===== config.mk =====
export PLATFORM = sky130hd
export DESIGN_NAME = alu_pipe
export DESIGN_NICKNAME = d
export VERILOG_FILES = /design/src/rtl/alu_pipe.sv
export SDC_FILE = /design/constraint.sdc
export NUM_CORES = 1
export LEC_CHECK = 0
export CAP_MARGIN = 20
export CELL_PAD_IN_SITES_DETAIL_PLACEMENT = 2
export CELL_PAD_IN_SITES_GLOBAL_PLACEMENT = 2
export CORE_MARGIN = 3
export CORE_UTILIZATION = 36
export CTS_CLUSTER_SIZE = 14
export DETAILED_ROUTE_END_ITERATION = 16
export DONT_BUFFER_PORTS = 1
export PLACE_DENSITY_LB_ADDON = 0.1
export SYNTH_ARGS = -nofsm -noshare
export SYNTH_HDL_FRONTEND = slang
export SYNTH_SLANG_ARGS = --single-unit

===== constraint.sdc =====
create_clock -name Clk -period 6.55 [get_ports Clk]
set_input_delay 0.9825 -clock Clk [delete_from_list [all_inputs] [get_ports Clk]]
set_output_delay 0.9825 -clock Clk [all_outputs]
set_load 0.05 [all_outputs]

===== src/rtl/alu_pipe.sv =====
// Pipelined ALU: single-cycle logic/arithmetic ops, iterative shift-add multiply,
// valid/ready handshake on both sides with a one-entry result register.
module alu_pipe #(
    parameter int WIDTH = 8
) (
    input  logic             Clk,
    input  logic             Rst_n,
    input  logic             In_valid,
    output logic             In_ready,
    input  logic [WIDTH-1:0] A,
    input  logic [WIDTH-1:0] B,
    input  logic [3:0]       Sel,
    output logic             Out_valid,
    input  logic             Out_ready,
    output logic [WIDTH-1:0] Out,
    output logic             Zero,
    output logic             Carry,
    output logic             Overflow,
    output logic             Negative,
    output logic             Err
);

    localparam int CNT_W = (WIDTH > 1) ? $clog2(WIDTH) : 1;

    localparam logic [3:0] OP_AND = 4'b0000;
    localparam logic [3:0] OP_OR  = 4'b0001;
    localparam logic [3:0] OP_ADD = 4'b0010;
    localparam logic [3:0] OP_XOR = 4'b0011;
    localparam logic [3:0] OP_SUB = 4'b0110;
    localparam logic [3:0] OP_SLT = 4'b0111;
    localparam logic [3:0] OP_MUL = 4'b1000;
    localparam logic [3:0] OP_NOR = 4'b1100;

    typedef enum logic {
        S_IDLE = 1'b0,
        S_BUSY = 1'b1
    } state_t;

    state_t r_state;
    state_t w_state_nxt;

    logic [CNT_W-1:0]   r_cnt;
    logic [2*WIDTH-1:0] r_mcand;
    logic [WIDTH-1:0]   r_mplier;
    logic [2*WIDTH-1:0] r_acc;

    logic [WIDTH-1:0]   r_out;
    logic               r_out_valid;
    logic               r_zero;
    logic               r_carry;
    logic               r_ovf;
    logic               r_neg;
    logic               r_err;

    logic               w_accept;
    logic               w_is_mul;
    logic               w_mul_done;
    logic [2*WIDTH-1:0] w_acc_nxt;
    logic               w_mul_hi;

    logic signed [WIDTH-1:0] w_a_s;
    logic signed [WIDTH-1:0] w_b_s;
    logic [WIDTH:0]          w_sum;
    logic [WIDTH:0]          w_diff;
    logic [WIDTH-1:0]        w_res;
    logic                    w_c;
    logic                    w_v;
    logic                    w_e;

    assign In_ready   = (r_state == S_IDLE) && (!r_out_valid || Out_ready);
    assign w_accept   = In_valid && In_ready;
    assign w_is_mul   = (Sel == OP_MUL);
    assign w_mul_done = (r_state == S_BUSY) && (r_cnt == '0);

    assign w_a_s  = A;
    assign w_b_s  = B;
    assign w_sum  = {1'b0, A} + {1'b0, B};
    assign w_diff = {1'b0, A} - {1'b0, B};

    // Single-cycle opcodes; MUL is finished by the iterative datapath below.
    always_comb begin
        w_res = '0;
        w_c   = 1'b0;
        w_v   = 1'b0;
        w_e   = 1'b0;
        case (Sel)
            OP_AND: w_res = A & B;
            OP_OR:  w_res = A | B;
            OP_XOR: w_res = A ^ B;
            OP_NOR: w_res = ~(A | B);
            OP_ADD: begin
                w_res = w_sum[WIDTH-1:0];
                w_c   = w_sum[WIDTH];
                w_v   = (A[WIDTH-1] == B[WIDTH-1]) && (w_sum[WIDTH-1] != A[WIDTH-1]);
            end
            OP_SUB: begin
                w_res = w_diff[WIDTH-1:0];
                w_c   = w_diff[WIDTH];
                w_v   = (A[WIDTH-1] != B[WIDTH-1]) && (w_diff[WIDTH-1] != A[WIDTH-1]);
            end
            OP_SLT: w_res = {{(WIDTH-1){1'b0}}, (w_a_s < w_b_s)};
            OP_MUL: w_res = '0;
            default: w_e = 1'b1;
        endcase
    end

    always_ff @(posedge Clk or negedge Rst_n) begin
        if (!Rst_n) begin
            r_state <= S_IDLE;
        end else begin
            r_state <= w_state_nxt;
        end
    end

    always_comb begin
        w_state_nxt = r_state;
        case (r_state)
            S_IDLE: if (w_accept && w_is_mul) w_state_nxt = S_BUSY;
            S_BUSY: if (r_cnt == '0) w_state_nxt = S_IDLE;
            default: w_state_nxt = S_IDLE;
        endcase
    end

    always_ff @(posedge Clk or negedge Rst_n) begin
        if (!Rst_n) begin
            r_cnt <= '0;
        end else if (w_accept && w_is_mul) begin
            r_cnt <= CNT_W'(WIDTH - 1);
        end else if (r_state == S_BUSY && r_cnt != '0) begin
            r_cnt <= r_cnt - 1'b1;
        end
    end

    // Shift-add: one multiplier bit per BUSY cycle; the last partial sum is
    // taken combinationally so the result lands on the final BUSY edge.
    assign w_acc_nxt = r_acc + (r_mplier[0] ? r_mcand : '0);
    assign w_mul_hi  = |w_acc_nxt[2*WIDTH-1:WIDTH];

    always_ff @(posedge Clk) begin
        if (w_accept && w_is_mul) begin
            r_mcand  <= {{WIDTH{1'b0}}, A};
            r_mplier <= B;
            r_acc    <= '0;
        end else if (r_state == S_BUSY) begin
            r_mcand  <= r_mcand << 1;
            r_mplier <= r_mplier >> 1;
            r_acc    <= w_acc_nxt;
        end
    end

    always_ff @(posedge Clk or negedge Rst_n) begin
        if (!Rst_n) begin
            r_out       <= '0;
            r_out_valid <= 1'b0;
            r_zero      <= 1'b0;
            r_carry     <= 1'b0;
            r_ovf       <= 1'b0;
            r_neg       <= 1'b0;
            r_err       <= 1'b0;
        end else if (w_accept && !w_is_mul) begin
            r_out       <= w_res;
            r_out_valid <= 1'b1;
            r_zero      <= (w_res == '0);
            r_carry     <= w_c;
            r_ovf       <= w_v;
            r_neg       <= w_res[WIDTH-1];
            r_err       <= w_e;
        end else if (w_mul_done) begin
            r_out       <= w_acc_nxt[WIDTH-1:0];
            r_out_valid <= 1'b1;
            r_zero      <= (w_acc_nxt[WIDTH-1:0] == '0);
            r_carry     <= w_mul_hi;
            r_ovf       <= w_mul_hi;
            r_neg       <= w_acc_nxt[WIDTH-1];
            r_err       <= 1'b0;
        end else if (r_out_valid && Out_ready) begin
            r_out_valid <= 1'b0;
        end
    end

    assign Out       = r_out;
    assign Out_valid = r_out_valid;
    assign Zero      = r_zero;
    assign Carry     = r_carry;
    assign Overflow  = r_ovf;
    assign Negative  = r_neg;
    assign Err       = r_err;

endmodule


==> out/metrics.cfg <==
[logic_synthesis]
async_flop_share_pct=29.8
avgSynthCellArea_um2=8.19
synthFlopType=dfxtp_1
synth_cell_types=64
synth_area_leader_cell=ha_1
yosysWarnings=0
syn_inst=536
ys_top_cells_by_area=ha_1 12%, dfxtp_1 11%, edfxtp_1 11%
synth-edff-count=16
synth-seq-area-share_pct=31.6
syn-num-nets=604
synthesis.area_um2=4390
ys_seq_elements=57
synth_top_area_share_pct=11.7

[pwr]
leakagePower_nw=2.07
worst_ir_drop_vdd_mv=0.146
p_total_w=0.00220
power_density_nw_per_um2=452

[clock_tree]
cts_tree=done
cts_buffers=9
clock_path_buffers=2
clock_sinks=57
path_clk_slew_ps=50
cts_root_buf=clkbuf_16
clkLatencyLatePin_ps=330
cts_resized=0
post_cts.repair.setup_buffers=0
h-tree-depth=3
holdBufCountCts=0

[finish]
fin_area_um2=4870
n_antenna_cell=0
multiInputGateArea_um2=2780
layout_commonest_cell=nand2_1
post-route-util_pct=41.8
drive_gt1_share_pct=5.87
nFillCells=1314
mostFrequentLayoutCells=82 x nand2_1, 61 x o21ai_0, 41 x ha_1
seq_area_um2=1390
nets=591
syn_to_final_growth_pct=10.9

[run_status]
status=complete, no violations

[timing]
tightest_slew_ps=991
fin_skew_ps=5.09
setup_viol=0
rsz0062_at_grt=false
tns_ps=0
fin_ws_ps=2780
relSlewSlack_pct=33.7
fin_crit_ps=3770
slew_viol_final=0
clock.fmax_mhz=266
fin_crit_sh_pct=57.5
hold_viol_final=0

[critical_path]
r2r_cells=10
critPathArrivalTime_ps=3970
r2r_slack_ps=2780
crit_start=r_mplier[0]
r2r_end=Overflow
crit_type=register to register
critPathLaunchType=register
endpoint=Overflow
critPathMaxFanout=16
end_kind=register
critPathRequiredTime_ps=6750
r2r_start=r_mplier[0]

[floorplan]
die_w_um=116
die_h_um=116
rows=39
start_util_pct=37.7
pin_count=39
core-area_um2=11700
die_area_um2=13600

[drt]
route.detailed.drc=0
first_iter_violations=266
wl_mm=14.9
drtPass1Iterations=4
viasPerCell=5.95
wl_per_cell_um=22.2
vias=3994
ant_nets=0

[run]
maxCapViolations=0

[placed_design]
gp_congestion=0.803
pre_cts_ws_ps=2720
io_buffers=0
dp_hpwl_mm=11.3
dpl_cell_area_um2=4490

[global_routing]
grt.overflow.total=0
grt_pass1_wl_mm=23.9
antenna_found_initial=0
grt_max_degree=55
grt_util_all_layers_pct=23.1
grt_pass1_vias=4245

[min_path]
worstHoldPathType=primary input to async pin

==> power by group <==
group          internal (W)  leakage (nW)  switching (W)
clock              0.000409         0.176       0.000169
combinational      0.000311          1.33       0.000549
sequential         0.000519         0.564       0.000242
total               0.00124          2.07       0.000960
==> logic make-up (layout without fill, tap and decap cells) <==
group / Yosys count / count (layout) / synth area share [%]
adder cells (fa/ha/maj): 44 / 44 / 13.0
AO/OA/AOI/OAI: 172 / 172 / 25.8
XOR/XNOR: 19 / 19 / 3.79
flip-flops: 57 / 57 / 31.6
AND/OR/NAND/NOR: 183 / 183 / 20.5
buffers and inverters: 61 / 53 / 5.30
==> Yosys cell counts (all sizes together), types with 8 or more instances <==
cell type / n
a21o: 8
dfxtp: 24
nor3: 11
ha: 41
a21oi: 30
nand3: 12
nand2: 82
o21ai: 61
xnor2: 12
nor2: 18
edfxtp: 16
a22oi: 12
and2: 21
dfrtp: 17
clkbuf: 28
inv: 32
==> layer usage <==
layer	vias to the layer above	share of wire [%]	global-route usage [%]
li1	1916	-	-
met1	1981	45	29.5
met2	76	48	38.6
met3	21	4.9	6.06
met4	0	1.9	6.57
met5	-	0	0
==> per-stage QoR <==
stage | cells | hold slack [ps]
after global placement | 653 | 450
after detailed placement | 654 | 462
after global routing | 671 | 325
final | 671 | 349
after CTS | 670 | 334
after floorplan | 536 | 432
==> state kept, by name, indices dropped and copies added, names as in the netlist <==
name and flops:
Err 1, r_state 1, Out 8, Out_valid 1
r_acc 16, Overflow 1, r_cnt 3, r_mplier 8
r_mcand 16, Zero 1, Carry 1
==> worst min-delay path by stage <==
stage | start | to | slack, ps | depth (start not counted)
floorplan | r_acc[10] | r_acc[10] | 430 | 2
finish | Rst_n | Err | 350 | 0
global route | Rst_n | Err | 330 | 0
CTS | Rst_n | Err | 330 | 0
detailed placement | r_acc[14] | r_acc[14] | 460 | 2
global placement | r_mcand[15] | r_mcand[15] | 450 | 2
==> final cells by class <==
cell class | count | share of cell area, %
clock buffer | 10 | 4.70
multi-input combinational | 418 | 57.0
inverter | 32 | 2.47
tap | 143 | 3.67
sequential | 57 | 28.5
clock inverter | 6 | 2.67
timing repair buffer | 5 | 0.976
==> critical path: stages, from the launching register on <==
cell and delay (ps):
edfxtp_1 570, and2_1 240, ha_1 220, fa_1 420, a21o_1 210, a221oi_2 450, a21boi_1 180, or3_4 420
a2111oi_4 340, a41oi_1 170, a2111o_1 410
No activity file was read; power rests on OpenSTA's default activity.
